## src/rtl/pipe_hazard_ctrl.sv

```systemverilog
// Hazard and forwarding controller: tracks a tag for every stage after ID and derives the
// load-use stall, the branch flush and the EX forwarding selects from those tags.
module pipe_hazard_ctrl #(
    parameter int REG_W          = 5,
    parameter int EX_DEPTH       = 3,
    parameter int BRANCH_STAGE   = 2,
    parameter int LOAD_FWD_STAGE = 3,
    parameter int CNT_W          = 16,
    localparam int FWD_W         = $clog2(EX_DEPTH)
) (
    input  logic             clk,
    input  logic             reset,
    input  logic             id_valid,
    input  logic [REG_W-1:0] id_rs1,
    input  logic [REG_W-1:0] id_rs2,
    input  logic             id_use_rs1,
    input  logic             id_use_rs2,
    input  logic [REG_W-1:0] id_rd,
    input  logic             id_reg_write,
    input  logic             id_mem_read,
    input  logic             br_taken,
    output logic             stall,
    output logic             flush,
    output logic [FWD_W-1:0] fwd_a,
    output logic [FWD_W-1:0] fwd_b,
    output logic [CNT_W-1:0] stall_cnt,
    output logic [CNT_W-1:0] flush_cnt
);

    typedef struct packed {
        logic             valid;
        logic [REG_W-1:0] rd;
        logic [REG_W-1:0] rs1;
        logic [REG_W-1:0] rs2;
        logic             use_rs1;
        logic             use_rs2;
        logic             reg_write;
        logic             mem_read;
    } tag_t;

    tag_t slot [1:EX_DEPTH];
    tag_t id_tag;
    logic load_hazard;

    // Writes to x0 are discarded by the register file, so they never hazard or forward.
    function automatic logic is_writer(tag_t t);
        return t.valid && t.reg_write && (t.rd != '0);
    endfunction

    always_comb begin
        id_tag = '{valid: id_valid, rd: id_rd, rs1: id_rs1, rs2: id_rs2,
                   use_rs1: id_use_rs1, use_rs2: id_use_rs2,
                   reg_write: id_reg_write, mem_read: id_mem_read};

        flush = br_taken && slot[BRANCH_STAGE].valid;

        // Only loads younger than the first stage that can forward load data must hold ID.
        load_hazard = 1'b0;
        for (int s = 1; s < LOAD_FWD_STAGE - 1; s++) begin
            if (is_writer(slot[s]) && slot[s].mem_read &&
                ((id_use_rs1 && (id_rs1 == slot[s].rd)) ||
                 (id_use_rs2 && (id_rs2 == slot[s].rd))))
                load_hazard = 1'b1;
        end
        stall = !flush && id_valid && load_hazard;

        // Scan oldest to youngest so the youngest matching writer overrides older ones.
        fwd_a = '0;
        fwd_b = '0;
        if (slot[1].valid) begin
            for (int k = EX_DEPTH; k >= 2; k--) begin
                if (is_writer(slot[k]) && slot[1].use_rs1 && (slot[k].rd == slot[1].rs1))
                    fwd_a = FWD_W'(k - 1);
                if (is_writer(slot[k]) && slot[1].use_rs2 && (slot[k].rd == slot[1].rs2))
                    fwd_b = FWD_W'(k - 1);
            end
        end
    end

    always_ff @(posedge clk or posedge reset) begin
        if (reset) begin
            for (int k = 1; k <= EX_DEPTH; k++)
                slot[k] <= '0;
            stall_cnt <= '0;
            flush_cnt <= '0;
        end else begin
            slot[1] <= (id_valid && !stall && !flush) ? id_tag : '0;
            // Instructions younger than the resolving branch are squashed as they advance.
            for (int k = 1; k < EX_DEPTH; k++)
                slot[k+1] <= (flush && (k < BRANCH_STAGE)) ? '0 : slot[k];
            if (stall && (stall_cnt != '1))
                stall_cnt <= stall_cnt + CNT_W'(1);
            if (flush && (flush_cnt != '1))
                flush_cnt <= flush_cnt + CNT_W'(1);
        end
    end

endmodule
```

## config.mk

```make
export PLATFORM = sky130hd
export DESIGN_NAME = pipe_hazard_ctrl
export DESIGN_NICKNAME = d
export VERILOG_FILES = /design/src/rtl/pipe_hazard_ctrl.sv
export SDC_FILE = /design/constraint.sdc
export NUM_CORES = 1
export LEC_CHECK = 0
export ABC_AREA = 1
export CAP_MARGIN = 20
export CORE_ASPECT_RATIO = 1.25
export CORE_MARGIN = 5
export CORE_UTILIZATION = 46
export CTS_CLUSTER_DIAMETER = 80
export CTS_CLUSTER_SIZE = 40
export DETAILED_ROUTE_END_ITERATION = 12
export PLACE_DENSITY = 0.71
export SLEW_MARGIN = 20
export SYNTH_ARGS = -nofsm -noshare
export SYNTH_HDL_FRONTEND = slang
export SYNTH_SLANG_ARGS = --single-unit
```

## constraint.sdc

```tcl
create_clock -name clk -period 5.4 [get_ports clk]
set_clock_uncertainty 0.15 [all_clocks]
set_input_delay 1.08 -clock clk [delete_from_list [all_inputs] [get_ports clk]]
set_output_delay 1.08 -clock clk [all_outputs]
set_load 0.02 [all_outputs]
```

==> flow_summary.json <==
{
  "status": "finished clean",
  "hold_buffers": 0,
  "cp-start-kind": "primary input",
  "grt_pass1_vias": 2851,
  "cts_tree": "yes",
  "hp-class": "flip-flop to flip-flop",
  "r2r_end": "slot[53]",
  "slew_violations": 0,
  "setup_ws_ps": 1270,
  "dieWidth_um": 87.4,
  "holdCritStartpoint": "slot[21]",
  "routed-wl-met2_um": 3950,
  "switching_power_mw": 0.334,
  "drtAntennaViolNets": 0,
  "drtIter0Drc": 82,
  "area.growth.synth_to_final_pct": 25.3,
  "synth_area_leaders": "dfrtp_1, nand2_1, nor2_1",
  "wl_per_cell_um": 13.0,
  "yosysWarningCount": 0,
  "clock_sinks": 66,
  "die_h_um": 107,
  "rsz0062_at_grt": "no",
  "power_frac_comb": 0.183,
  "peakVddDrop_mv": 0.146,
  "post-route-period-util": 0.765,
  "clockBufferDepth": 2,
  "vias_per_cell": 4.78,
  "vias": 2831,
  "pwr-share-clk": 0.330,
  "drcViolationCount": 0,
  "grt_max_degree": 39,
  "clk_latency_ps": 330,
  "fp-row-count": 35,
  "worst_path_largest_cell_delay_ps": 600,
  "yosysSeqAreaShare": 0.480,
  "maxSlewHeadroom": 0.490,
  "synth-seq-cells": 66,
  "initial_utilization": 0.468,
  "maxCapViolCount": 0,
  "synth_top_cell_by_area": "dfrtp_1",
  "utilization": 0.586,
  "critPathCaptureType": "primary output",
  "grt.total_usage": 0.179,
  "period_needed_ps": 4130,
  "grt_pass1_wl_um": 13200,
  "setup_tns_ps": 0,
  "power_mw": 1.19,
  "pwr-share-seq": 0.487,
  "hold_depth": 0,
  "routed-wl-met3_um": 320,
  "die_area_mm2": 0.00933,
  "hold_viol": 0,
  "crit_fanout": 10,
  "sw_frac_of_total": 0.281,
  "async_flop_share": 1.00,
  "cts_root_buf": "clkbuf_8",
  "p_leak_nw": 2.13,
  "dp_hpwl_um": 5900,
  "htreeDepth": 3,
  "r2r_start": "slot[39]",
  "hold_slack_ps": 230,
  "numCtsBuffers": 9,
  "synth-edff-count": 0,
  "setup_viol": 0,
  "drive_gt1_frac": 0.0800,
  "synth_top_cell_area_share": 0.480,
  "synth.distinct_cells": 35,
  "crit_slowest_cell": "clkdlybuf4s50_1",
  "drtPass1Iterations": 4,
  "cp_cell_sequence": "clkdlybuf4s50_1, nand2_1, inv_2, nor2_1, nand3_4, inv_1, clkdlybuf4s50_1",
  "cp.required_ps": 4170,
  "powerDensity_mw_per_mm2": 276,
  "ff2ff_path_depth": 6,
  "routed_wl_um": 7670,
  "holdPathEnd": "slot[1]",
  "place.gp.congestion": 0.905,
  "num-nets-final": 521,
  "p_int_mw": 0.858,
  "insertedDiodeCount": 0,
  "cts_setup_buffers": 0,
  "top_layer_used": "met4",
  "crit_path_frequent_cell": "clkdlybuf4s50_1",
  "pin_count": 61,
  "synthesis.area_mm2": 0.00344,
  "worst_slew_pin_slew_ps": 762,
  "cp_data_arrival_time_ps": 2900,
  "core-area_mm2": 0.00736,
  "ctsResizeCount": 0,
  "grt.overflow.total": 0,
  "portBuffers": 60,
  "netlist_instances": 429,
  "max_freq_mhz": 242,
  "critical_path_class": "primary input to primary output",
  "clk_pin_slew_ps": 60,
  "drt-met1-wl_um": 3300,
  "synth_nets": 454,
  "pre_cts_ws_ps": 1300,
  "synth_most_common_cell": "nand2_1",
  "r2r_slack_ps": 3300,
  "synth.avg_cell_area_um2": 8.03,
  "antenna_found_initial": 0,
  "synth-main-ff-cell": "dfrtp_1",
  "synthTopCellsByCount": "nand2_1, dfrtp_1, nor2_1, inv_1, xor2_1"
}
state kept, by name (all words and copies together), names as in the netlist:
register and cells:
flush_cnt 16, slot 34, stall_cnt 16
per-stage QoR:
stage                     area (um2)  std cells
after floorplan                 3440        429
after global placement          4130        577
after detailed placement        4130        577
after CTS                       4310        592
after global routing            4310        592
final                           4310        592
cell usage in the layout (no fill, tap or decap), types with 2 or more instances in the layout:
cell	synthesis	routed
a21oi_1	4	4
clkbuf_1	0	3
clkbuf_8	0	10
clkdlybuf4s50_1	0	60
dfrtp_1	66	66
ha_1	2	2
inv_1	52	51
inv_2	11	12
nand2_1	126	126
nand2_2	3	3
nand3_1	22	22
nand3_2	2	2
nand3_4	2	2
nand3b_1	2	2
nand4_1	6	6
nor2_1	58	58
nor3_1	11	11
o21ai_0	3	3
o21ai_1	3	3
o22ai_1	3	3
xnor2_1	12	12
xor2_1	23	23
kinds of logic after synthesis:
| logic type | synth area share |
|---|---|
| compound gates | 0.0291 |
| xor+xnor | 0.0890 |
| fa+ha+maj | 0.00727 |
| buf+inv | 0.0803 |
| flops | 0.480 |
| simple gates | 0.315 |
metal layers:
metal	vias to the layer above	global-route usage
li1	1447	-
met1	1324	0.227
met2	48	0.300
met3	12	0.0477
met4	0	0.0493
met5	-	0
area by class of cell:
class / count / area (um2)
inverter: 63 / 236
timing repair buffer: 61 / 608
fill: 688 / 3040
multi-input combinational: 295 / 1520
clock inverter: 2 / 37.5
tap: 92 / 115
clock buffer: 13 / 149
sequential: 66 / 1650
power groups by stage:
stage          clock (mW)  combinational, mW  sequential (mW)
2_1_floorplan           0             0.0973            0.610
3_3_place_gp            0              0.216            0.588
3_5_place_dp            0              0.220            0.589
4_1_cts             0.404              0.221            0.580
5_1_grt             0.423              0.240            0.587
6_report            0.394              0.218            0.580
critical path: cells and delay by family:
kind,cells,cell delay [ps]
simple gates,3,600
buf+inv,4,1210
worst max path at each step:
stage | from | endpoint | slack [ps] | depth (start not counted)
finish | br_taken | stall | 1270 | 7
floorplan | br_taken | stall | 2290 | 5
global placement | br_taken | stall | 1280 | 7
global route | id_rs1[0] | stall | 1150 | 10
CTS | br_taken | stall | 1280 | 7
detailed placement | id_rs1[0] | stall | 1300 | 10
Power figures use the tool's default switching activity.
